$ cat src/rtl/deser_pkg.sv
// Shared types and geometry helpers for the SPI command deserializer.
// Parity framing is selected by the DESER_PARITY_EN macro.
package deser_pkg;

`ifdef DESER_PARITY_EN
  localparam bit PARITY_EN = 1'b1;
`else
  localparam bit PARITY_EN = 1'b0;
`endif

  localparam int unsigned DEF_ADDRW   = 8;
  localparam int unsigned DEF_OPCODEW = 2;

  function automatic int unsigned payload_w(input int unsigned opw, input int unsigned aw);
    return opw + 2 * aw;
  endfunction

  function automatic int unsigned frame_w(input int unsigned opw, input int unsigned aw,
                                          input bit par);
    return payload_w(opw, aw) + (par ? 1 : 0);
  endfunction

  // Command record at the default geometry.
  typedef struct packed {
    logic [DEF_OPCODEW-1:0] opcode;
    logic [DEF_ADDRW-1:0]   key_addr;
    logic [DEF_ADDRW-1:0]   text_addr;
  } cmd_t;

  typedef enum logic [1:0] {
    RX_IDLE     = 2'd0,
    RX_SHIFT    = 2'd1,
    RX_DISARMED = 2'd2
  } rx_state_e;

endpackage

$ cat src/rtl/cmd_deserializer_if.sv
// Command output bus: FIFO head, valid/ready handshake and occupancy.
interface cmd_deserializer_if #(
  parameter int unsigned ADDRW   = 8,
  parameter int unsigned OPCODEW = 2,
  parameter int unsigned DEPTH   = 4
) ();
  localparam int unsigned LVLW = $clog2(DEPTH + 1);

  logic [OPCODEW-1:0] opcode;
  logic [ADDRW-1:0]   key_addr;
  logic [ADDRW-1:0]   text_addr;
  logic               valid_out;
  logic               ready_in;
  logic [LVLW-1:0]    level;

  modport master (
    output opcode, key_addr, text_addr, valid_out, level,
    input  ready_in
  );

  modport slave (
    input  opcode, key_addr, text_addr, valid_out, level,
    output ready_in
  );
endinterface

$ cat src/rtl/cmd_fifo.sv
// Show-ahead command FIFO with occupancy and simultaneous push/pop.
module cmd_fifo #(
  parameter int unsigned W     = 18,
  parameter int unsigned DEPTH = 4
) (
  input  logic                       clk,
  input  logic                       rst_n,
  input  logic                       push,
  input  logic [W-1:0]               din,
  input  logic                       pop,
  output logic [W-1:0]               dout,
  output logic                       valid,
  output logic [$clog2(DEPTH+1)-1:0] level,
  output logic                       full
);
  localparam int unsigned PTRW = $clog2(DEPTH);
  localparam int unsigned LVLW = $clog2(DEPTH + 1);

  logic [W-1:0]    mem [DEPTH];
  logic [PTRW-1:0] wr_ptr, rd_ptr;
  logic [LVLW-1:0] level_q, level_n;
  logic            valid_q;
  logic            pop_ok;

  assign pop_ok = pop & valid_q;

  always_comb begin
    level_n = level_q;
    case ({push, pop_ok})
      2'b10:   level_n = level_q + LVLW'(1);
      2'b01:   level_n = level_q - LVLW'(1);
      default: level_n = level_q;
    endcase
  end

  // Pointers wrap naturally since DEPTH is a power of two.
  always_ff @(posedge clk or negedge rst_n) begin
    if (!rst_n) begin
      for (int unsigned i = 0; i < DEPTH; i++) mem[i] <= '0;
      wr_ptr  <= '0;
      rd_ptr  <= '0;
      level_q <= '0;
      valid_q <= 1'b0;
    end else begin
      if (push) begin
        mem[wr_ptr] <= din;
        wr_ptr      <= wr_ptr + PTRW'(1);
      end
      if (pop_ok) rd_ptr <= rd_ptr + PTRW'(1);
      level_q <= level_n;
      valid_q <= (level_n != '0);
    end
  end

  assign dout  = mem[rd_ptr];
  assign valid = valid_q;
  assign level = level_q;
  assign full  = (level_q == LVLW'(DEPTH));
endmodule

$ cat src/rtl/cmd_deserializer.sv
// SPI command receiver: synchronises SPI pins, deserialises MSB-first frames
// and queues good commands. DESER_PARITY_EN adds a trailing odd-parity bit.
module cmd_deserializer
  import deser_pkg::*;
#(
  parameter int unsigned ADDRW       = 8,
  parameter int unsigned OPCODEW     = 2,
  parameter int unsigned DEPTH       = 4,
  parameter int unsigned SYNC_STAGES = 2
) (
  input  logic               clk,
  input  logic               rst_n,
  input  logic               spi_clk,
  input  logic               mosi,
  input  logic               cs_n,
  cmd_deserializer_if.master cmd,
  output logic               frame_err,
  output logic               overflow,
  output logic               parity_err
);
  localparam int unsigned PAYW    = payload_w(OPCODEW, ADDRW);
  localparam int unsigned FRAME_W = frame_w(OPCODEW, ADDRW, PARITY_EN);
  localparam int unsigned CNTW    = $clog2(FRAME_W + 2);

  logic [SYNC_STAGES-1:0] sclk_sync, cs_sync, mosi_sync;
  logic                   sclk_prev;
  logic                   sclk_s, cs_s, mosi_s, sclk_rise;

  // Select flops reset to "asserted" so a frame already running at release is not taken as idle.
  always_ff @(posedge clk or negedge rst_n) begin
    if (!rst_n) begin
      sclk_sync <= '0;
      cs_sync   <= '0;
      mosi_sync <= '0;
      sclk_prev <= 1'b0;
    end else begin
      sclk_sync <= {sclk_sync[SYNC_STAGES-2:0], spi_clk};
      cs_sync   <= {cs_sync[SYNC_STAGES-2:0], cs_n};
      mosi_sync <= {mosi_sync[SYNC_STAGES-2:0], mosi};
      sclk_prev <= sclk_sync[SYNC_STAGES-1];
    end
  end

  assign sclk_s    = sclk_sync[SYNC_STAGES-1];
  assign cs_s      = cs_sync[SYNC_STAGES-1];
  assign mosi_s    = mosi_sync[SYNC_STAGES-1];
  assign sclk_rise = sclk_s & ~sclk_prev;

  rx_state_e          state, state_n;
  logic [FRAME_W-1:0] sreg, sreg_n;
  logic [CNTW-1:0]    cnt, cnt_n;
  logic               ferr_n, perr_n, ovf_n;
  logic               push_c, pop_c, full_c, par_ok_c;
  logic [PAYW-1:0]    head_c;

  assign pop_c = cmd.valid_out & cmd.ready_in;

`ifdef DESER_PARITY_EN
  assign par_ok_c = ^sreg;
`else
  assign par_ok_c = 1'b1;
`endif

  always_comb begin
    state_n = state;
    sreg_n  = sreg;
    cnt_n   = cnt;
    push_c  = 1'b0;
    ferr_n  = 1'b0;
    perr_n  = 1'b0;
    ovf_n   = 1'b0;
    case (state)
      RX_DISARMED: if (cs_s) state_n = RX_IDLE;
      RX_IDLE: begin
        if (!cs_s) begin
          sreg_n  = '0;
          cnt_n   = '0;
          state_n = RX_SHIFT;
        end
      end
      RX_SHIFT: begin
        if (cs_s) begin
          state_n = RX_IDLE;
          if (cnt != CNTW'(FRAME_W))  ferr_n = 1'b1;
          else if (!par_ok_c)         perr_n = 1'b1;
          else if (full_c && !pop_c)  ovf_n  = 1'b1;
          else                        push_c = 1'b1;
        end else if (sclk_rise) begin
          sreg_n = {sreg[FRAME_W-2:0], mosi_s};
          if (cnt != CNTW'(FRAME_W + 1)) cnt_n = cnt + CNTW'(1);
        end
      end
      default: state_n = RX_DISARMED;
    endcase
  end

  always_ff @(posedge clk or negedge rst_n) begin
    if (!rst_n) begin
      state      <= RX_DISARMED;
      sreg       <= '0;
      cnt        <= '0;
      frame_err  <= 1'b0;
      parity_err <= 1'b0;
      overflow   <= 1'b0;
    end else begin
      state      <= state_n;
      sreg       <= sreg_n;
      cnt        <= cnt_n;
      frame_err  <= ferr_n;
      parity_err <= perr_n;
      overflow   <= ovf_n;
    end
  end

  cmd_fifo #(
    .W     (PAYW),
    .DEPTH (DEPTH)
  ) u_fifo (
    .clk   (clk),
    .rst_n (rst_n),
    .push  (push_c),
    .din   (sreg[FRAME_W-1 -: PAYW]),
    .pop   (pop_c),
    .dout  (head_c),
    .valid (cmd.valid_out),
    .level (cmd.level),
    .full  (full_c)
  );

  assign cmd.opcode    = head_c[PAYW-1 -: OPCODEW];
  assign cmd.key_addr  = head_c[2*ADDRW-1 -: ADDRW];
  assign cmd.text_addr = head_c[ADDRW-1:0];
endmodule

$ cat src/flat_wrapper.sv
// flat-port wrapper written by rule: the top's interface ports become plain ports
module cmd_deserializer_flat import deser_pkg::*;
#(
  parameter int unsigned ADDRW       = 8,
  parameter int unsigned OPCODEW     = 2,
  parameter int unsigned DEPTH       = 4,
  parameter int unsigned SYNC_STAGES = 2
)
  (clk, rst_n, spi_clk, mosi, cs_n, frame_err, overflow, parity_err, cmd_opcode, cmd_key_addr, cmd_text_addr, cmd_valid_out, cmd_level, cmd_ready_in);
  cmd_deserializer_if #(.ADDRW(ADDRW), .OPCODEW(OPCODEW), .DEPTH(DEPTH)) cmd_i ();
  input  logic clk;
  input  logic rst_n;
  input  logic spi_clk;
  input  logic mosi;
  input  logic cs_n;
  output logic frame_err;
  output logic overflow;
  output logic parity_err;
  output wire logic [$bits(cmd_i.opcode)-1:0] cmd_opcode;
  output wire logic [$bits(cmd_i.key_addr)-1:0] cmd_key_addr;
  output wire logic [$bits(cmd_i.text_addr)-1:0] cmd_text_addr;
  output wire logic [$bits(cmd_i.valid_out)-1:0] cmd_valid_out;
  output wire logic [$bits(cmd_i.level)-1:0] cmd_level;
  input wire logic [$bits(cmd_i.ready_in)-1:0] cmd_ready_in;
  assign cmd_opcode = cmd_i.opcode;
  assign cmd_key_addr = cmd_i.key_addr;
  assign cmd_text_addr = cmd_i.text_addr;
  assign cmd_valid_out = cmd_i.valid_out;
  assign cmd_level = cmd_i.level;
  assign cmd_i.ready_in = cmd_ready_in;
  cmd_deserializer #(.ADDRW(ADDRW), .OPCODEW(OPCODEW), .DEPTH(DEPTH), .SYNC_STAGES(SYNC_STAGES)) u_core (.clk(clk), .rst_n(rst_n), .spi_clk(spi_clk), .mosi(mosi), .cs_n(cs_n), .cmd(cmd_i), .frame_err(frame_err), .overflow(overflow), .parity_err(parity_err));
endmodule
$ cat config.mk
export PLATFORM = sky130hd
export DESIGN_NAME = cmd_deserializer_flat
export DESIGN_NICKNAME = d
export VERILOG_FILES = /design/src/rtl/deser_pkg.sv /design/src/rtl/cmd_deserializer_if.sv /design/src/rtl/cmd_fifo.sv /design/src/rtl/cmd_deserializer.sv /design/src/flat_wrapper.sv
export SDC_FILE = /design/constraint.sdc
export NUM_CORES = 1
export LEC_CHECK = 0
export BUFFER_PORTS_ARGS = -buffer_cell sky130_fd_sc_hd__buf_2
export CELL_PAD_IN_SITES_DETAIL_PLACEMENT = 1
export CELL_PAD_IN_SITES_GLOBAL_PLACEMENT = 2
export CORE_MARGIN = 2
export CORE_UTILIZATION = 28
export DETAILED_ROUTE_END_ITERATION = 10
export MAX_ROUTING_LAYER = met4
export PLACE_DENSITY = 0.59
export REMOVE_ABC_BUFFERS = 1
export SETUP_SLACK_MARGIN = 0.2
export SLEW_MARGIN = 20
export SYNTH_ARGS = -nofsm -noshare
export SYNTH_HDL_FRONTEND = slang
export SYNTH_SLANG_ARGS = --single-unit
$ cat constraint.sdc
create_clock -name clk -period 2.9 [get_ports clk]
set_input_delay 0 -clock clk [delete_from_list [all_inputs] [get_ports clk]]
set_output_delay 0 -clock clk [all_outputs]
set_load 0.02 [all_outputs]
==> impl_metrics.py <==
metrics = {
    "yosys": {
        "async_flop_share": 1.00,
        "synth_area_per_cell_um2": 14.2,
        "yosys-top-cells-area": "dfrtp_1, mux2_2, mux4_2",
        "yosysWarnings": 0,
        "ys_ff_latch": 114,
        "ys_seq_area_frac": 0.562,
        "yosysTopAreaCell": "dfrtp_1",
        "synth_cell_types": 40,
        "synth_edf_count": 0,
        "synth_ff_type": "dfrtp_1",
        "yosysTopAreaCellShare": 0.556,
        "synthCells": 357,
        "netlist_area_um2": 5080,
    },
    "cells_and_area": {
        "final_nets": 419,
        "layout_common_cells": "dfrtp_1, mux2_2, nand2_1",
        "layout_commonest_cell": "dfrtp_1",
        "diodes": 0,
        "multi_input_area_um2": 2080,
        "drive_gt1_frac": 0.407,
        "seqCellArea_um2": 2850,
        "syn2layout_area_growth_pct": 21.4,
        "post-route-util": 0.345,
        "fill_cells": 1905,
    },
    "clock_network": {
        "clk_latency_ns": 0.41,
        "cts_setup_buffers": 0,
        "clock-root-buffer": "clkbuf_16",
        "clockBufferDepth": 2,
        "ctsResizeCount": 0,
        "clkSinkCount": 114,
        "clk_pin_slew_ns": 0.06,
        "numCtsBuffers": 17,
        "cts_tree": "done",
        "htreeDepth": 4,
    },
    "drt": {
        "drt_iter0_drc": 123,
        "drc_errors": 0,
        "drt_wl_total_um": 10700,
        "vias_per_cell": 4.50,
        "dr_total_vias": 2899,
        "wl_per_cell_um": 16.6,
        "drtAntennaViolNets": 0,
        "first_pass_iters": 4,
    },
    "die": {
        "fp.dieH_um": 139,
        "rows": 49,
        "start_util": 0.284,
        "core_area_um2": 17900,
        "die_x_um": 139,
        "dieArea_um2": 19200,
        "ios": 31,
    },
    "worst_setup_path": {
        "critPathLaunchType": "flop",
        "worstPathMaxFanout": 3,
        "crit_family": "adder cells",
        "path_class": "reg2reg",
        "slowest_delay_ns": 0.54,
        "crit_top_cell": "inv_1",
        "worstPathArrival_ns": 2.78,
        "worstPathRequired_ns": 3.19,
        "path_buf_inv": 3,
        "cpMaxStageDelayCell": "dfstp_2",
        "cp-end-kind": "flop",
        "path_cells": "inv_1 > ha_1 > nand3b_1 > a211oi_4 > inv_1 > ha_1 > inv_1 > fa_1 > xor2_1 > nor2_1 > xor2_1 > or3_1",
    },
    "sta": {
        "worst_pin_slew_ns": 0.739,
        "min_period_ns": 2.49,
        "rsz0062_at_grt": "no",
        "holdWs_ns": 0.177,
        "fin_worst_skew_ns": 0.00734,
        "relSlewSlack": 0.507,
        "finalCritPeriodShare": 0.860,
        "finalHoldViolations": 0,
        "slew_violations": 0,
        "max_clock_freq_ghz": 0.401,
        "final.setup.worst_slack_ns": 0.407,
        "finalSetupViolations": 0,
    },
    "grt": {
        "grt_pass1_wl_um": 17700,
        "gr-total-overflow": 0,
        "track_usage": 0.124,
        "grt_max_degree": 56,
        "grt_pass1_vias": 3272,
        "antenna_found_initial": 0,
    },
    "pwr": {
        "peakVddDrop_uv": 431,
        "total_power_mw": 4.84,
        "pwr_density_cell_nw_per_um2": 784,
        "power_leakage_nw": 3.03,
    },
    "place": {
        "place_hpwl_um": 6560,
        "port_buffers": 29,
        "gp_congestion": 0.686,
        "dpl_worst_slack_ns": 0.425,
    },
    "run_status": {
        "status": "complete, no violations",
    },
    "min_path": {
        "hp-class": "in2async",
    },
    "run": {
        "maxCapViolations": 0,
    },
}
==> what timing repair did <==
action                                 in CTS  in global routing
setup endpoints to repair                   0                  0
hold buffers                                5                  0
endpoints found under the hold margin      57                  0
==> cells in the mapped netlist, types with 4 or more instances <==
cell / instances
buf_6: 4
o21ai_0: 23
mux4_2: 18
ha_1: 10
mux2_2: 53
clkbuf_1: 8
a21oi_1: 4
dfrtp_1: 113
nand2_1: 46
mux2_4: 20
inv_1: 12
==> final cells by class <==
| type | count | area share |
|---|---|---|
| clock buffers | 20 | 0.0756 |
| clock inverters | 12 | 0.0259 |
| repair buffers | 43 | 0.0450 |
| flip-flops and latches | 114 | 0.462 |
| well taps | 229 | 0.0464 |
| inverters | 12 | 0.00730 |
| multi-input cells | 214 | 0.337 |
==> kinds of logic (layout without fill, tap and decap cells) <==
family / Yosys count / count (layout) / share of synthesized area
flops: 114 / 114 / 0.562
other cells: 1 / 1 / 0.000738
buf+inv: 29 / 87 / 0.0293
simple gates: 71 / 71 / 0.0734
fa+ha+maj: 11 / 11 / 0.0286
mux: 92 / 92 / 0.258
compound gates: 33 / 33 / 0.0379
xor+xnor: 6 / 6 / 0.0103
==> worst paths after layout <==
kind                                startpoint                     to  cells past startpoint  slack, ns
setup / recovery               u_core.state[1]    u_core.u_fifo.valid                     12       0.41
hold reg to reg            u_core.mosi_sync[0]    u_core.mosi_sync[1]                      0       0.35
max in group asynchronous                rst_n        u_core.state[1]                      3       1.92
hold / removal                           rst_n  u_core.u_fifo.mem[71]                      2       0.18
min in group clk                          mosi    u_core.mosi_sync[0]                      2       0.23
setup reg to reg               u_core.state[1]    u_core.u_fifo.valid                     12       0.41
==> registers in the layout (all words and copies together) (netlist names) <==
signal / flops
u_core.u_fifo.mem: 72
u_core.sreg: 18
u_core.cnt: 5
u_core.u_fifo.level: 3
u_core.cs_sync: 2
u_core.mosi_sync: 2
u_core.sclk_sync: 2
u_core.state: 2
u_core.u_fifo.rd_ptr: 2
u_core.u_fifo.wr_ptr: 2
u_core.frame_err: 1
u_core.overflow: 1
u_core.sclk_prev: 1
u_core.u_fifo.valid: 1
==> power breakdown <==
part | total [mW] | internal (mW) | switching, mW
combinational | 0.750 | 0.310 | 0.440
sequential | 1.88 | 1.68 | 0.192
clock | 2.21 | 1.49 | 0.719
total | 4.84 | 3.49 | 1.35
==> routing by layer <==
layer / vias up / GRT usage / share of wire
met5: - / - / 0
met4: 0 / 0.0415 / 0.010
met3: 13 / 0.0425 / 0.035
met2: 37 / 0.185 / 0.47
met1: 1501 / 0.159 / 0.49
li1: 1348 / - / -
==> through the flow <==
| step | cells | TNS, ns | instance area, um^2 |
|---|---|---|---|
| finish | 644 | 0 | 6170 |
| global route | 644 | 0 | 6170 |
| CTS | 644 | 0 | 6170 |
| detailed placement | 607 | 0 | 5500 |
| global placement | 607 | 0 | 5500 |
| floorplan | 340 | -0.159 | 4980 |
Power figures use the tool's default switching activity.
